`config.mk`:
```
export PLATFORM = sky130hd
export DESIGN_NAME = bulls_cows_game_ctrl_flat
export DESIGN_NICKNAME = d
export VERILOG_FILES = /design/src/rtl/bulls_cows_pkg.sv /design/src/rtl/bulls_cows_game_ctrl_if.sv /design/src/rtl/bulls_cows_secret_gen.sv /design/src/rtl/bulls_cows_game_ctrl.sv /design/src/flat_wrapper.sv
export SDC_FILE = /design/constraint.sdc
export NUM_CORES = 1
export LEC_CHECK = 0
export CELL_PAD_IN_SITES_DETAIL_PLACEMENT = 0
export CELL_PAD_IN_SITES_GLOBAL_PLACEMENT = 1
export CORE_UTILIZATION = 31
export DETAILED_ROUTE_END_ITERATION = 16
export DONT_BUFFER_PORTS = 1
export HOLD_SLACK_MARGIN = 0.1
export PLACE_DENSITY_LB_ADDON = 0.1
export SLEW_MARGIN = 20
export SYNTH_ARGS = -nofsm -noshare
export SYNTH_HDL_FRONTEND = slang
export SYNTH_SLANG_ARGS = --single-unit
```
`constraint.sdc`:
```
create_clock -name clk -period 3.1 [get_ports clk]
set_input_delay 0.62 -clock clk [delete_from_list [all_inputs] [get_ports clk]]
set_output_delay 0.62 -clock clk [all_outputs]
set_load 0.1 [all_outputs]
```
`src/rtl/bulls_cows_pkg.sv`:
```
// Shared constants, FSM state type and LFSR step for the Bulls-and-Cows game controller.
package bulls_cows_pkg;

  localparam int unsigned NUM_DIGITS = 4;
  localparam int unsigned DIGIT_W    = 4;
  localparam int unsigned DIGIT_MAX  = 9;

  // Galois right-shift mask for x^16 + x^14 + x^13 + x^11 + 1
  localparam logic [15:0] LFSR_TAPS = 16'hB400;

  typedef enum logic [2:0] {
    IDLE,
    GEN,
    ENTRY,
    CHECK,
    WIN,
    LOSE
  } state_t;

  function automatic logic [15:0] lfsr_next(input logic [15:0] s);
    return {1'b0, s[15:1]} ^ (s[0] ? LFSR_TAPS : 16'h0000);
  endfunction

endpackage

```
`src/rtl/bulls_cows_game_ctrl_if.sv`:
```
// Scorer link: the controller drives guess/answer/check_enable, the scorer answers strike/ball.
interface bulls_cows_game_ctrl_if;
  logic [15:0] guess;
  logic [15:0] answer;
  logic        check_enable;
  logic [3:0]  strike;
  logic [3:0]  ball;

  modport master (output guess, answer, check_enable, input strike, ball);
  modport slave  (input guess, answer, check_enable, output strike, ball);
endinterface

```
`src/rtl/bulls_cows_secret_gen.sv`:
```
// Free-running LFSR plus a filter that keeps only unused BCD digits until four are collected.
module bulls_cows_secret_gen
  import bulls_cows_pkg::*;
#(
  parameter logic [15:0] LFSR_SEED = 16'hACE1
) (
  input  logic        clk,
  input  logic        rst_n,
  input  logic        gen_start,
  output logic [15:0] answer,
  output logic        gen_done
);

  logic [15:0] lfsr;
  logic [15:0] used;
  logic [2:0]  cnt;
  logic        active;
  logic [3:0]  cand;
  logic        accept;

  assign cand = lfsr[3:0];

  always_comb begin
    accept = 1'b0;
    if (active && (cand <= 4'(DIGIT_MAX))) accept = !used[cand];
    gen_done = accept && (cnt == 3'(NUM_DIGITS - 1));
  end

  always_ff @(posedge clk or negedge rst_n) begin
    if (!rst_n) begin
      lfsr   <= LFSR_SEED;
      used   <= '0;
      cnt    <= '0;
      active <= 1'b0;
      answer <= '0;
    end else begin
      lfsr <= lfsr_next(lfsr);
      if (gen_start) begin
        used   <= '0;
        cnt    <= '0;
        active <= 1'b1;
        answer <= '0;
      end else if (accept) begin
        // nibble index 3-cnt: first accepted digit lands in [15:12]
        answer[{~cnt[1:0], 2'b00} +: 4] <= cand;
        used[cand] <= 1'b1;
        cnt        <= cnt + 3'd1;
        if (gen_done) active <= 1'b0;
      end
    end
  end

endmodule

```
`src/rtl/bulls_cows_game_ctrl.sv`:
```
// Game controller: secret generation, guess entry, scoring handshake, attempt counting, win/lose.
module bulls_cows_game_ctrl
  import bulls_cows_pkg::*;
#(
  parameter int unsigned MAX_TRIES = 10,
  parameter logic [15:0] LFSR_SEED = 16'hACE1
) (
  input  logic                  clk,
  input  logic                  rst_n,
  input  logic                  start,
  input  logic                  digit_valid,
  input  logic [3:0]            digit,
  input  logic                  clear,
  input  logic                  submit,
  bulls_cows_game_ctrl_if.master sc,
  output logic [2:0]            digit_count,
  output logic                  entry_error,
  output logic                  result_valid,
  output logic [3:0]            last_strike,
  output logic [3:0]            last_ball,
  output logic [3:0]            attempts,
  output logic                  win,
  output logic                  lose,
  output logic                  busy
);

  state_t      state, state_n;
  logic        gen_start, gen_done;
  logic [15:0] guess_r, answer_w;
  logic        dup, accept_digit, do_clear, err_n;
  logic [3:0]  attempts_inc;

  bulls_cows_secret_gen #(.LFSR_SEED(LFSR_SEED)) u_gen (
    .clk      (clk),
    .rst_n    (rst_n),
    .gen_start(gen_start),
    .answer   (answer_w),
    .gen_done (gen_done)
  );

  assign sc.answer       = answer_w;
  assign sc.guess        = guess_r;
  assign sc.check_enable = (state == CHECK);
  assign busy            = (state == GEN) || (state == CHECK);
  assign win             = (state == WIN);
  assign lose            = (state == LOSE);
  assign attempts_inc    = (attempts == 4'hF) ? attempts : attempts + 4'd1;

  always_comb begin
    dup = ((digit_count > 3'd0) && (guess_r[15:12] == digit)) ||
          ((digit_count > 3'd1) && (guess_r[11:8]  == digit)) ||
          ((digit_count > 3'd2) && (guess_r[7:4]   == digit)) ||
          ((digit_count > 3'd3) && (guess_r[3:0]   == digit));
  end

  always_comb begin
    state_n      = state;
    gen_start    = 1'b0;
    accept_digit = 1'b0;
    do_clear     = 1'b0;
    err_n        = 1'b0;
    if (start && (state != GEN)) begin
      state_n   = GEN;
      gen_start = 1'b1;
    end else begin
      unique case (state)
        GEN:   if (gen_done) state_n = ENTRY;
        ENTRY: begin
          if (clear) begin
            do_clear = 1'b1;
          end else if (submit) begin
            if (digit_count == 3'(NUM_DIGITS)) state_n = CHECK;
            else                               err_n   = 1'b1;
          end else if (digit_valid) begin
            if ((digit > 4'(DIGIT_MAX)) || dup || (digit_count == 3'(NUM_DIGITS)))
              err_n = 1'b1;
            else
              accept_digit = 1'b1;
          end
        end
        CHECK: begin
          if (sc.strike == 4'(NUM_DIGITS))             state_n = WIN;
          else if (attempts_inc == MAX_TRIES[3:0])     state_n = LOSE;
          else                                         state_n = ENTRY;
        end
        default: ;
      endcase
    end
  end

  always_ff @(posedge clk or negedge rst_n) begin
    if (!rst_n) state <= IDLE;
    else        state <= state_n;
  end

  always_ff @(posedge clk or negedge rst_n) begin
    if (!rst_n) begin
      guess_r      <= '0;
      digit_count  <= '0;
      entry_error  <= 1'b0;
      result_valid <= 1'b0;
      last_strike  <= '0;
      last_ball    <= '0;
      attempts     <= '0;
    end else begin
      entry_error  <= err_n;
      result_valid <= 1'b0;
      if (gen_start) begin
        guess_r     <= '0;
        digit_count <= '0;
        last_strike <= '0;
        last_ball   <= '0;
        attempts    <= '0;
      end else begin
        if (do_clear) begin
          guess_r     <= '0;
          digit_count <= '0;
        end
        if (accept_digit) begin
          guess_r[{~digit_count[1:0], 2'b00} +: 4] <= digit;
          digit_count <= digit_count + 3'd1;
        end
        // guess stays visible after scoring until the next entry overwrites it
        if (state == CHECK) begin
          last_strike  <= sc.strike;
          last_ball    <= sc.ball;
          result_valid <= 1'b1;
          attempts     <= attempts_inc;
          digit_count  <= '0;
        end
      end
    end
  end

endmodule

```
`src/flat_wrapper.sv`:
```
// flat-port wrapper written by rule: the top's interface ports become plain ports
module bulls_cows_game_ctrl_flat import bulls_cows_pkg::*;
#(
  parameter int unsigned MAX_TRIES = 10,
  parameter logic [15:0] LFSR_SEED = 16'hACE1
)
  (clk, rst_n, start, digit_valid, digit, clear, submit, digit_count, entry_error, result_valid, last_strike, last_ball, attempts, win, lose, busy, sc_guess, sc_answer, sc_check_enable, sc_strike, sc_ball);
  bulls_cows_game_ctrl_if sc_i ();
  input  logic clk;
  input  logic rst_n;
  input  logic start;
  input  logic digit_valid;
  input  logic [3:0] digit;
  input  logic clear;
  input  logic submit;
  output logic [2:0] digit_count;
  output logic entry_error;
  output logic result_valid;
  output logic [3:0] last_strike;
  output logic [3:0] last_ball;
  output logic [3:0] attempts;
  output logic win;
  output logic lose;
  output logic busy;
  output wire logic [$bits(sc_i.guess)-1:0] sc_guess;
  output wire logic [$bits(sc_i.answer)-1:0] sc_answer;
  output wire logic [$bits(sc_i.check_enable)-1:0] sc_check_enable;
  input wire logic [$bits(sc_i.strike)-1:0] sc_strike;
  input wire logic [$bits(sc_i.ball)-1:0] sc_ball;
  assign sc_guess = sc_i.guess;
  assign sc_answer = sc_i.answer;
  assign sc_check_enable = sc_i.check_enable;
  assign sc_i.strike = sc_strike;
  assign sc_i.ball = sc_ball;
  bulls_cows_game_ctrl #(.MAX_TRIES(MAX_TRIES), .LFSR_SEED(LFSR_SEED)) u_core (.clk(clk), .rst_n(rst_n), .start(start), .digit_valid(digit_valid), .digit(digit), .clear(clear), .submit(submit), .sc(sc_i), .digit_count(digit_count), .entry_error(entry_error), .result_valid(result_valid), .last_strike(last_strike), .last_ball(last_ball), .attempts(attempts), .win(win), .lose(lose), .busy(busy));
endmodule
```
==> impl_metrics.csv, run 1 <==
group,metric,value,unit
logic_synthesis,synth_edf_count,0,
power_and_ir_drop,power_leakage,2.11,nW
flow_run,max_cap_viol_count,0,
critical_path,cp.arrival,1.76,ns
critical_path,worst-path-buf-inv,2,
floorplanning,coreArea,12600,sq um
power_and_ir_drop,p_sw_frac,0.360,
drt,via_count,2844,
timing,fin_crit,2.38,ns
timing,finalHoldViolCount,0,
global_route,grt_antenna_before_repair,0,
logic_synthesis,synth_ff_type,"dfrtp_1",
clock_tree,clkLatencyLatePin,0.34,ns
power_and_ir_drop,power.switching,0.00117,W
critical_path,cpPeakStageDelay,0.52,ns
critical_path,cp_cell_sequence,"nor2b_1 > nand2_1 > inv_1 > buf_4",
critical_path,path_delay_family,"flip-flops",
drt,drtAntennaViolNets,0,
finish,register_area,2060,sq um
power_and_ir_drop,vdd_drop_max,0.327,mV
floorplanning,die-height,116,um
placement,hpwl,6770,um
power_and_ir_drop,p_clk_frac,0.362,
clock_tree,cts_tree,"done",
logic_synthesis,yosys.area.top_type,"dfrtp_1",
critical_path,r2r-start,"u_core.digit_count[0]",
clock_tree,cts.sinks,82,
finish,nets,437,
logic_synthesis,avgSynthCellArea,10.4,sq um
logic_synthesis,syn-num-nets,414,
finish,multi_input_area,1800,sq um
clock_tree,cts_buffers,9,
finish,fill_cells,1334,
critical_path,path_class,"flop to output pin",
logic_synthesis,synthTopCellsByArea,"dfrtp_1 (46%), mux2i_1 (7.3%), nand2_1 (5.6%)",
timing,max_freq,421,MHz
clock_tree,h-tree-depth,3,
power_and_ir_drop,combPwrFrac,0.177,
timing,rsz0062_at_grt,"no",
power_and_ir_drop,power_density,691,nW/um^2
critical_path,crit_path_end_kind,"output pin",
timing,relSlewSlack,0.353,
timing,worstMarginPinSlew,0.970,ns
floorplanning,io_pins,71,
finish,area_delta_synth_final,17.8,%
finish,antenna_cells,0,
logic_synthesis,async_reset_ff_frac,1.00,
placement,place.gp.congestion,0.750,
global_route,grt_usage,0.160,
run_status,outcome,"complete, no violations",
finish,drive_gt1_frac,0.165,
global_route,grt_start_max_net_pins,75,
placement,dp.cells,565,
timing,fin_skew,0.00637,ns
global_route,grt_pass1_wl,15900,um
drt,totalWireLength,9880,um
critical_path,required,2.48,ns
timing,drv_slew,0,
critical_path,critPathLaunchType,"flop",
logic_synthesis,yosys_warnings,0,
logic_synthesis,synthCells,384,
logic_synthesis,synth_area,4000,sq um
logic_synthesis,ys_seq_area_frac,0.515,
logic_synthesis,netlist.area_leader.share,0.463,
clock_tree,postCtsSetupBuffers,0,
critical_path,critPathMaxFanout,10,
finish,final_cell_count_no_fill,584,
drt,drtIter0Drc,133,
timing,final.period_utilization,0.767,
timing,tns,0,ns
power_and_ir_drop,seqPwrFrac,0.460,
timing,setup_viol,0,
clock_tree,root_buffer,"clkbuf_16",
logic_synthesis,ys_ff_latch,82,
drt,drtPass1Iterations,5,
floorplanning,die_area,13400,sq um
hold_path,hp-class,"primary input to async pin",
drt,via_per_inst,4.87,
floorplanning,die_w,116,um
critical_path,crit_start,"u_core.state[1]",
drt,wire_per_inst,16.9,um
drt,drc,0,
floorplanning,start_util,0.317,
global_route,grt_overflow,0,
clock_tree,clk_path_buf_depth,2,
logic_synthesis,yosysUniqueCellTypes,53,
floorplanning,row_count,41,
clock_tree,clk_pin_slew,0.07,ns
power_and_ir_drop,intPower,0.00209,W
critical_path,cp_slowest_cell,"dfrtp_1",
placement,io_buffers,0,
global_route,first_global_vias,2899,
[power by group through the flow]
| stage | clock network (W) | logic, W | registers [W] |
|---|---|---|---|
| floorplan | 0 | 0.000391 | 0.00157 |
| global route | 0.00126 | 0.000649 | 0.00152 |
| finish | 0.00118 | 0.000577 | 0.00150 |
| detailed placement | 0 | 0.000554 | 0.00152 |
| global placement | 0 | 0.000550 | 0.00152 |
| CTS | 0.00122 | 0.000584 | 0.00150 |
[layer usage]
metal  up-vias  share of wire  routed length (um)  global-route usage
met5         -              0                   0                   0
met4         0          0.014                 140              0.0504
met3        14          0.046                 458              0.0502
met2        47           0.47                4690               0.257
met1      1404           0.46                4590               0.206
li1       1379              -                   -                   -
[per-stage QoR]
step	instance area (sq um)	power, W	setup slack [ns]	hold slack, ns	utilization
final	4710	0.00326	0.723	0.168	0.374
after global routing	4710	0.00343	0.548	0.185	0.374
after CTS	4700	0.00331	0.679	0.103	0.373
after detailed placement	4340	0.00207	0.778	0.327	0.344
after global placement	4340	0.00207	0.826	0.327	0.344
after floorplan	4010	0.00196	0.344	0.324	-
[cells in the final DEF, fill, tap and decap left out, drive strengths merged, types with 3 or more instances in the layout]
cell,Yosys,routed
nor3,5,5
a21oi,18,18
clkinv,0,4
a22o,12,12
nand4,8,8
xnor2,6,6
nor2,35,35
dfstp,8,8
dfrtp,74,74
o21ai,14,14
nor3b,4,4
and3,3,3
nor2b,5,5
nand2b,3,3
inv,11,12
a31oi,5,5
nand3,5,5
ha,12,12
mux2i,29,29
xor2,14,14
clkbuf,11,9
buf,10,31
nor4,4,4
nand2,60,60
and2,4,4
[logic make-up (layout without fill, tap and decap cells)]
| group | Yosys count | after routing | synth area share |
|---|---|---|---|
| AND/OR/NAND/NOR | 145 | 145 | 0.181 |
| multiplexers | 30 | 30 | 0.0753 |
| AO/OA/AOI/OAI | 63 | 63 | 0.108 |
| flip-flops | 82 | 82 | 0.515 |
| XOR/XNOR | 20 | 20 | 0.0438 |
| adder cells (fa/ha/maj) | 12 | 12 | 0.0375 |
| buffers and inverters | 32 | 60 | 0.0391 |
[path summary, 6_finish.rpt]
path,endpoint,slack [ns],cells after the start
max in group asynchronous,u_core.u_gen.lfsr[0],2.23,1
min reg2reg,u_core.u_gen.lfsr[7],0.35,0
max reg2reg,u_core.digit_count[1],0.79,7
max,sc_check_enable,0.72,4
min in group clk,u_core.state[2],0.34,1
min,u_core.sc.guess[5],0.17,1
[cell usage after synthesis (2+ instances only)]
library cell / instances
buf_4: 7
a31oi_1: 5
and2_1: 4
xor2_1: 14
nand2b_1: 3
nor2b_1: 4
nand4_1: 7
nand2_1: 60
mux2i_1: 29
inv_1: 11
buf_1: 2
clkbuf_1: 9
nor4b_1: 2
nor3b_1: 2
ha_1: 12
nor4_1: 4
o21a_1: 2
o21ai_0: 13
a32o_1: 2
and3_1: 3
xnor2_1: 6
and4_1: 2
a21oi_1: 17
a22o_1: 12
nor2_2: 3
a22oi_1: 2
nor2_1: 32
clkbuf_2: 2
dfstp_2: 8
nand3_1: 5
dfrtp_1: 74
nor3_1: 5
[flip-flops by register name (all words and copies together), names as in the netlist]
register and flops:
u_core.result_valid 1, u_core.last_ball 4, u_core.u_gen.cnt 3, u_core.last_strike 4, u_core.u_gen.lfsr 16, u_core.attempts 4
u_core.digit_count 3, u_core.entry_error 1, u_core.u_gen.answer 16, u_core.sc.guess 16, u_core.u_gen.active 1, u_core.state 3
u_core.u_gen.used 10
[final cells by class]
| cell class | instances | area share |
|---|---|---|
| flip-flops and latches | 82 | 0.437 |
| multi-input cells | 270 | 0.381 |
| repair buffers | 33 | 0.0579 |
| clock buffers | 9 | 0.0478 |
| well taps | 172 | 0.0456 |
| clock inverters | 7 | 0.0218 |
| inverters | 11 | 0.00876 |
[timing repair]
| action | in CTS | in global routing |
|---|---|---|
| hold buffers | 2 | 1 |
| gates resized for setup | 0 | 0 |
| endpoints found under the hold margin | 74 | 5 |
(Power assumes the default switching activity.)
==> run 2, diff against run 1 <==
==> constraint.sdc (replaced) <==
create_clock -name clk -period 2 [get_ports clk]
set_input_delay 0.4 -clock clk [delete_from_list [all_inputs] [get_ports clk]]
set_output_delay 0.4 -clock clk [all_outputs]
set_load 0.1 [all_outputs]
==> impl_metrics.csv, run 2 (synthesis results as in run 1) <==
group,metric,value,unit
timing,max_freq,509,MHz
critical_path,critPathLaunchType,"flop",
finish,area_delta_synth_final,32.1,%
floorplanning,io_pins,71,
floorplanning,row_count,41,
global_route,grt_usage,0.156,
power_and_ir_drop,power_leakage,2.38,nW
critical_path,crit_path_end_kind,"flop",
power_and_ir_drop,total_power,0.00499,W
finish,fill_cells,1285,
global_route,grt_overflow,0,
timing,setup_viol,0,
finish,antenna_cells,0,
finish,final_common_cell,"buf_4",
finish,nets,495,
critical_path,rrSetupSlack,0.04,ns
global_route,grt_antenna_before_repair,0,
drt,wire_per_inst,15.1,um
timing,rsz0062_at_grt,"yes",
placement,post-place-ws,-0.109,ns
floorplanning,start_util,0.317,
drt,drtIter0Drc,128,
placement,place.gp.congestion,0.742,
floorplanning,die_w,116,um
clock_tree,cts.sinks,82,
timing,worst_slack,0.0360,ns
critical_path,path_class,"flop to flop",
drt,via_per_inst,4.73,
global_route,grt_pass1_wl,15700,um
placement,io_buffers,0,
drt,drtAntennaViolNets,0,
timing,worstMarginPinSlew,0.899,ns
timing,final.period_utilization,0.982,
drt,drc,0,
drt,via_count,3035,
floorplanning,die_area,13400,sq um
critical_path,critPathMaxFanout,5,
global_route,first_global_vias,3010,
run_status,outcome,"finished with violations",
floorplanning,die-height,116,um
clock_tree,h-tree-depth,3,
finish,layout_common_cells,"buf_4 (84), nand2_1 (57), dfrtp_1 (53)",
timing,drv_slew,0,
critical_path,required,2.26,ns
clock_tree,cts_hold_buf,1,
timing,hold_ws,-0.251,ns
clock_tree,clk_pin_slew,0.07,ns
critical_path,cp.arrival,2.23,ns
timing,finalHoldViolCount,82,
drt,drtPass1Iterations,4,
drt,totalWireLength,9660,um
finish,multi_input_area,1920,sq um
clock_tree,cts_buffers,9,
clock_tree,cts_tree,"done",
hold_path,hp-class,"primary input to async pin",
power_and_ir_drop,power_density,944,nW/um^2
clock_tree,clkLatencyLatePin,0.34,ns
finish,register_area,2100,sq um
power_and_ir_drop,vdd_drop_max,0.465,mV
global_route,grt_start_max_net_pins,83,
floorplanning,coreArea,12600,sq um
clock_tree,clk_path_buf_depth,2,
timing,fin_crit,1.96,ns
clock_tree,root_buffer,"clkbuf_16",
placement,hpwl,6910,um
run_status,violations,"hold timing",
finish,drive_gt1_frac,0.366,
timing,fin_skew,0.00914,ns
flow_run,max_cap_viol_count,0,
timing,relSlewSlack,0.401,
-- run 2: changes by cell type in the layout (fill, tap and decap cells not counted), moves of 5 or more --
cell / delta
buf_4: +54
dfrtp_2: +18
dfrtp_1: -21
o21ai_0: -5
buf_6: +5
-- run 2: layer usage --
layer  track usage  up-vias  part of all wire
met5             0        -                 0
met4        0.0590        0            0.0065
met2         0.241       46              0.46
met3        0.0439        5             0.043
li1              -     1500                 -
met1         0.209     1484              0.49
-- run 2: worst paths after layout --
path / from / end / cells past startpoint
worst max-delay path: u_core.digit_count[1] / u_core.sc.guess[13] / 7
worst min-delay path: rst_n / u_core.sc.guess[10] / 0
worst max register to register: u_core.digit_count[1] / u_core.sc.guess[13] / 7
worst min register to register: u_core.u_gen.lfsr[4] / u_core.u_gen.lfsr[3] / 0
max in group asynchronous: rst_n / u_core.u_gen.lfsr[0] / 0
min in group clk: start / u_core.attempts[1] / 1
-- run 2: critical path: stages, from the launching register on --
cell and delay [ns]:
dfrtp_4 0.53, inv_4 0.10, ha_1 0.16, a21oi_1 0.05
a22oi_2 0.22, nand4_4 0.22, nor3b_4 0.37, mux2i_1 0.22
-- run 2: what timing repair did --
| action | in CTS | in global routing |
|---|---|---|
| setup endpoints to repair | 31 | 50 |
| hold endpoints to repair | 83 | 82 |
| setup buffers | 1 | 4 |
| pin swaps | 5 | 16 |
| gates resized for setup | 7 | 26 |
| gates cloned | 0 | 0 |
-- run 2: report_power, final --
group          internal [W]  switching (W)
registers           0.00184       0.000120
logic              0.000461       0.000989
clock network      0.000885       0.000699
total               0.00318        0.00181
-- run 2: cell type report --
cell class | count | share of cell area
inverter | 11 | 0.00994
sequential | 82 | 0.396
clock inverter | 6 | 0.00923
timing repair buffer | 91 | 0.136
multi-input combinational | 270 | 0.363
tap | 172 | 0.0407
clock buffer | 10 | 0.0452
-- run 2: through the flow --
step / utilization / cell area [sq um] / std cells / hold slack (ns) / TNS [ns]
global placement: 0.383 / 4840 / 620 / 0.107 / -0.723
floorplan: - / 4110 / 384 / 0.104 / -0.196
CTS: 0.410 / 5170 / 638 / -0.270 / 0
finish: 0.419 / 5290 / 642 / -0.251 / 0
global route: 0.419 / 5290 / 642 / -0.275 / -0.608
detailed placement: 0.383 / 4840 / 620 / 0.108 / -1.27
==> run 3, diff against run 2 <==
--- a/config.mk
+++ b/config.mk
@@ -7,6 +7,7 @@
 export LEC_CHECK = 0
 export CELL_PAD_IN_SITES_DETAIL_PLACEMENT = 0
 export CELL_PAD_IN_SITES_GLOBAL_PLACEMENT = 1
+export CORE_MARGIN = 2
 export CORE_UTILIZATION = 31
 export DETAILED_ROUTE_END_ITERATION = 16
 export DONT_BUFFER_PORTS = 1
==> impl_metrics.csv, run 3 (synthesis results as in run 1) <==
group,metric,value,unit
timing,setup_viol,1,
clock_tree,h-tree-depth,3,
critical_path,setup.worst_path.end,"u_core.digit_count[1]",
global_route,grt_pass1_wl,16400,um
critical_path,critPathMaxFanout,5,
run_status,outcome,"finished with violations",
critical_path,r2r_end,"u_core.digit_count[1]",
placement,place.gp.congestion,0.774,
timing,tns,-0.0553,ns
critical_path,cp.arrival,2.28,ns
floorplanning,start_util,0.317,
hold_path,hp-class,"primary input to async pin",
finish,antenna_cells,0,
clock_tree,cts_tree,"done",
clock_tree,cts_buffers,9,
drt,drtIter0Drc,190,
drt,drtAntennaViolNets,0,
critical_path,r2r-start,"u_core.digit_count[1]",
drt,via_per_inst,4.72,
timing,hold_ws,-0.255,ns
timing,relSlewSlack,0.397,
finish,layout_common_cells,"buf_4 (81), nand2_1 (58), dfrtp_1 (53)",
timing,rsz0062_at_grt,"yes",
global_route,met3_usage,0.0480,
global_route,use_met2,0.235,
clock_tree,clkLatencyLatePin,0.34,ns
power_and_ir_drop,vdd_drop_max,0.502,mV
finish,final_common_cell,"buf_4",
global_route,first_global_vias,3128,
timing,fin_crit,2.06,ns
timing,max_freq,487,MHz
timing,final.period_utilization,1.03,
global_route,grt_overflow,0,
timing,worst_slack,-0.0553,ns
critical_path,r2r_cells,9,
timing,fin_skew,0.00589,ns
critical_path,cp_cell_sequence,"buf_6 > ha_4 > ha_4 > nor2_2 > a22oi_2 > nand4_4 > buf_6 > nor2b_4 > mux2_4",
run_status,violations,"hold timing, setup timing",
placement,io_buffers,0,
global_route,grt_usage,0.149,
global_route,grt_start_max_net_pins,83,
finish,drive_gt1_frac,0.363,
critical_path,crit_path_end_kind,"flop",
placement,post-place-ws,-0.131,ns
flow_run,max_cap_viol_count,0,
critical_path,required,2.22,ns
critical_path,cpPeakStageDelay,0.46,ns
power_and_ir_drop,power_leakage,2.38,nW
floorplanning,die_w,118,um
floorplanning,io_pins,71,
power_and_ir_drop,power_density,1000,nW/um^2
critical_path,cp_slowest_cell,"dfrtp_4",
timing,worstMarginPinSlew,0.904,ns
critical_path,crit_start,"u_core.digit_count[1]",
timing,drv_slew,0,
placement,hpwl,7000,um
clock_tree,clk_pin_slew,0.07,ns
drt,drtPass1Iterations,4,
global_route,top_usage_layer,"met2",
global_route,grt_antenna_before_repair,0,
timing,finalHoldViolCount,82,
finish,fin_util,0.422,
critical_path,critPathLaunchType,"flop",
floorplanning,die-height,118,um
placement,dp.cells,620,
global_route,use_met1,0.196,
finish,area_delta_synth_final,33.0,%
floorplanning,row_count,41,
drt,via_count,3022,
floorplanning,die_area,13800,sq um
clock_tree,root_buffer,"clkbuf_16",
finish,nets,493,
clock_tree,clk_path_buf_depth,2,
clock_tree,cts.sinks,82,
drt,drc,0,
drt,totalWireLength,9850,um
critical_path,rrSetupSlack,-0.06,ns
drt,wire_per_inst,15.4,um
finish,fill_cells,1246,
finish,final_cell_count_no_fill,640,
critical_path,path_class,"flop to flop",
floorplanning,coreArea,12600,sq um
## run 3: cell types whose count changed in the layout (fill, tap and decap cells not counted), sizes merged
cell         change
buf              -1
bufinv           +3
clkinv           +1
clkinvlp         -2
dlygate4sd3      -1
inv              -2
## run 3: how the worst min path moves through the flow
stage / cells after the start / end / slack [ns] / start
CTS: 0 / u_core.sc.guess[12] / -0.27 / rst_n
global placement: 0 / u_core.sc.guess[12] / 0.11 / rst_n
global route: 0 / u_core.sc.guess[10] / -0.28 / rst_n
finish: 0 / u_core.sc.guess[10] / -0.25 / rst_n
detailed placement: 0 / u_core.sc.guess[12] / 0.11 / rst_n
floorplan: 0 / u_core.attempts[0] / 0.10 / rst_n
## run 3: what timing repair did
| action | CTS | global route |
|---|---|---|
| hold endpoints to repair | 82 | 82 |
| gates resized for setup | 7 | 21 |
| pin swaps | 6 | 17 |
| gates cloned | 0 | 0 |
| setup endpoints to repair | 39 | 48 |
| setup buffers | 0 | 4 |
## run 3: report_power, final
group	switching, W	internal, W	total [W]
clock	0.000694	0.00122	0.00192
sequential	0.000134	0.00184	0.00197
combinational	0.000982	0.000472	0.00145
total	0.00181	0.00353	0.00534
## run 3: layout make-up
type                    count  area [sq um]  share of cell area
repair buffers             89           702               0.132
multi-input cells         270          1910               0.359
inverters                  11          52.6             0.00987
well taps                 172           215              0.0404
clock buffers              10           229              0.0430
clock inverters             6           115              0.0216
flip-flops and latches     82          2100               0.394
## run 3: critical path, delay by kind of cell, from the launching register on
family,cells,cell delay [ns]
mux,1,0.31
buf+inv,2,0.30
simple gates,3,0.38
flops,1,0.46
fa+ha+maj,2,0.25
compound gates,1,0.24
## run 3: stage by stage
| step | hold slack (ns) | cell area, sq um | total power (W) |
|---|---|---|---|
| 3_3_place_gp | 0.107 | 4840 | 0.00337 |
| 6_report | -0.255 | 5320 | 0.00534 |
| 4_1_cts | -0.270 | 5210 | 0.00536 |
| 5_1_grt | -0.276 | 5320 | 0.00562 |
| 3_5_place_dp | 0.107 | 4840 | 0.00338 |
| 2_1_floorplan | 0.104 | 4110 | 0.00304 |
## run 3: routing by layer
metal	wire (um)	part of all wire
met2	4600	0.47
met4	93	0.0094
met5	0	0
met3	424	0.043
met1	4730	0.48
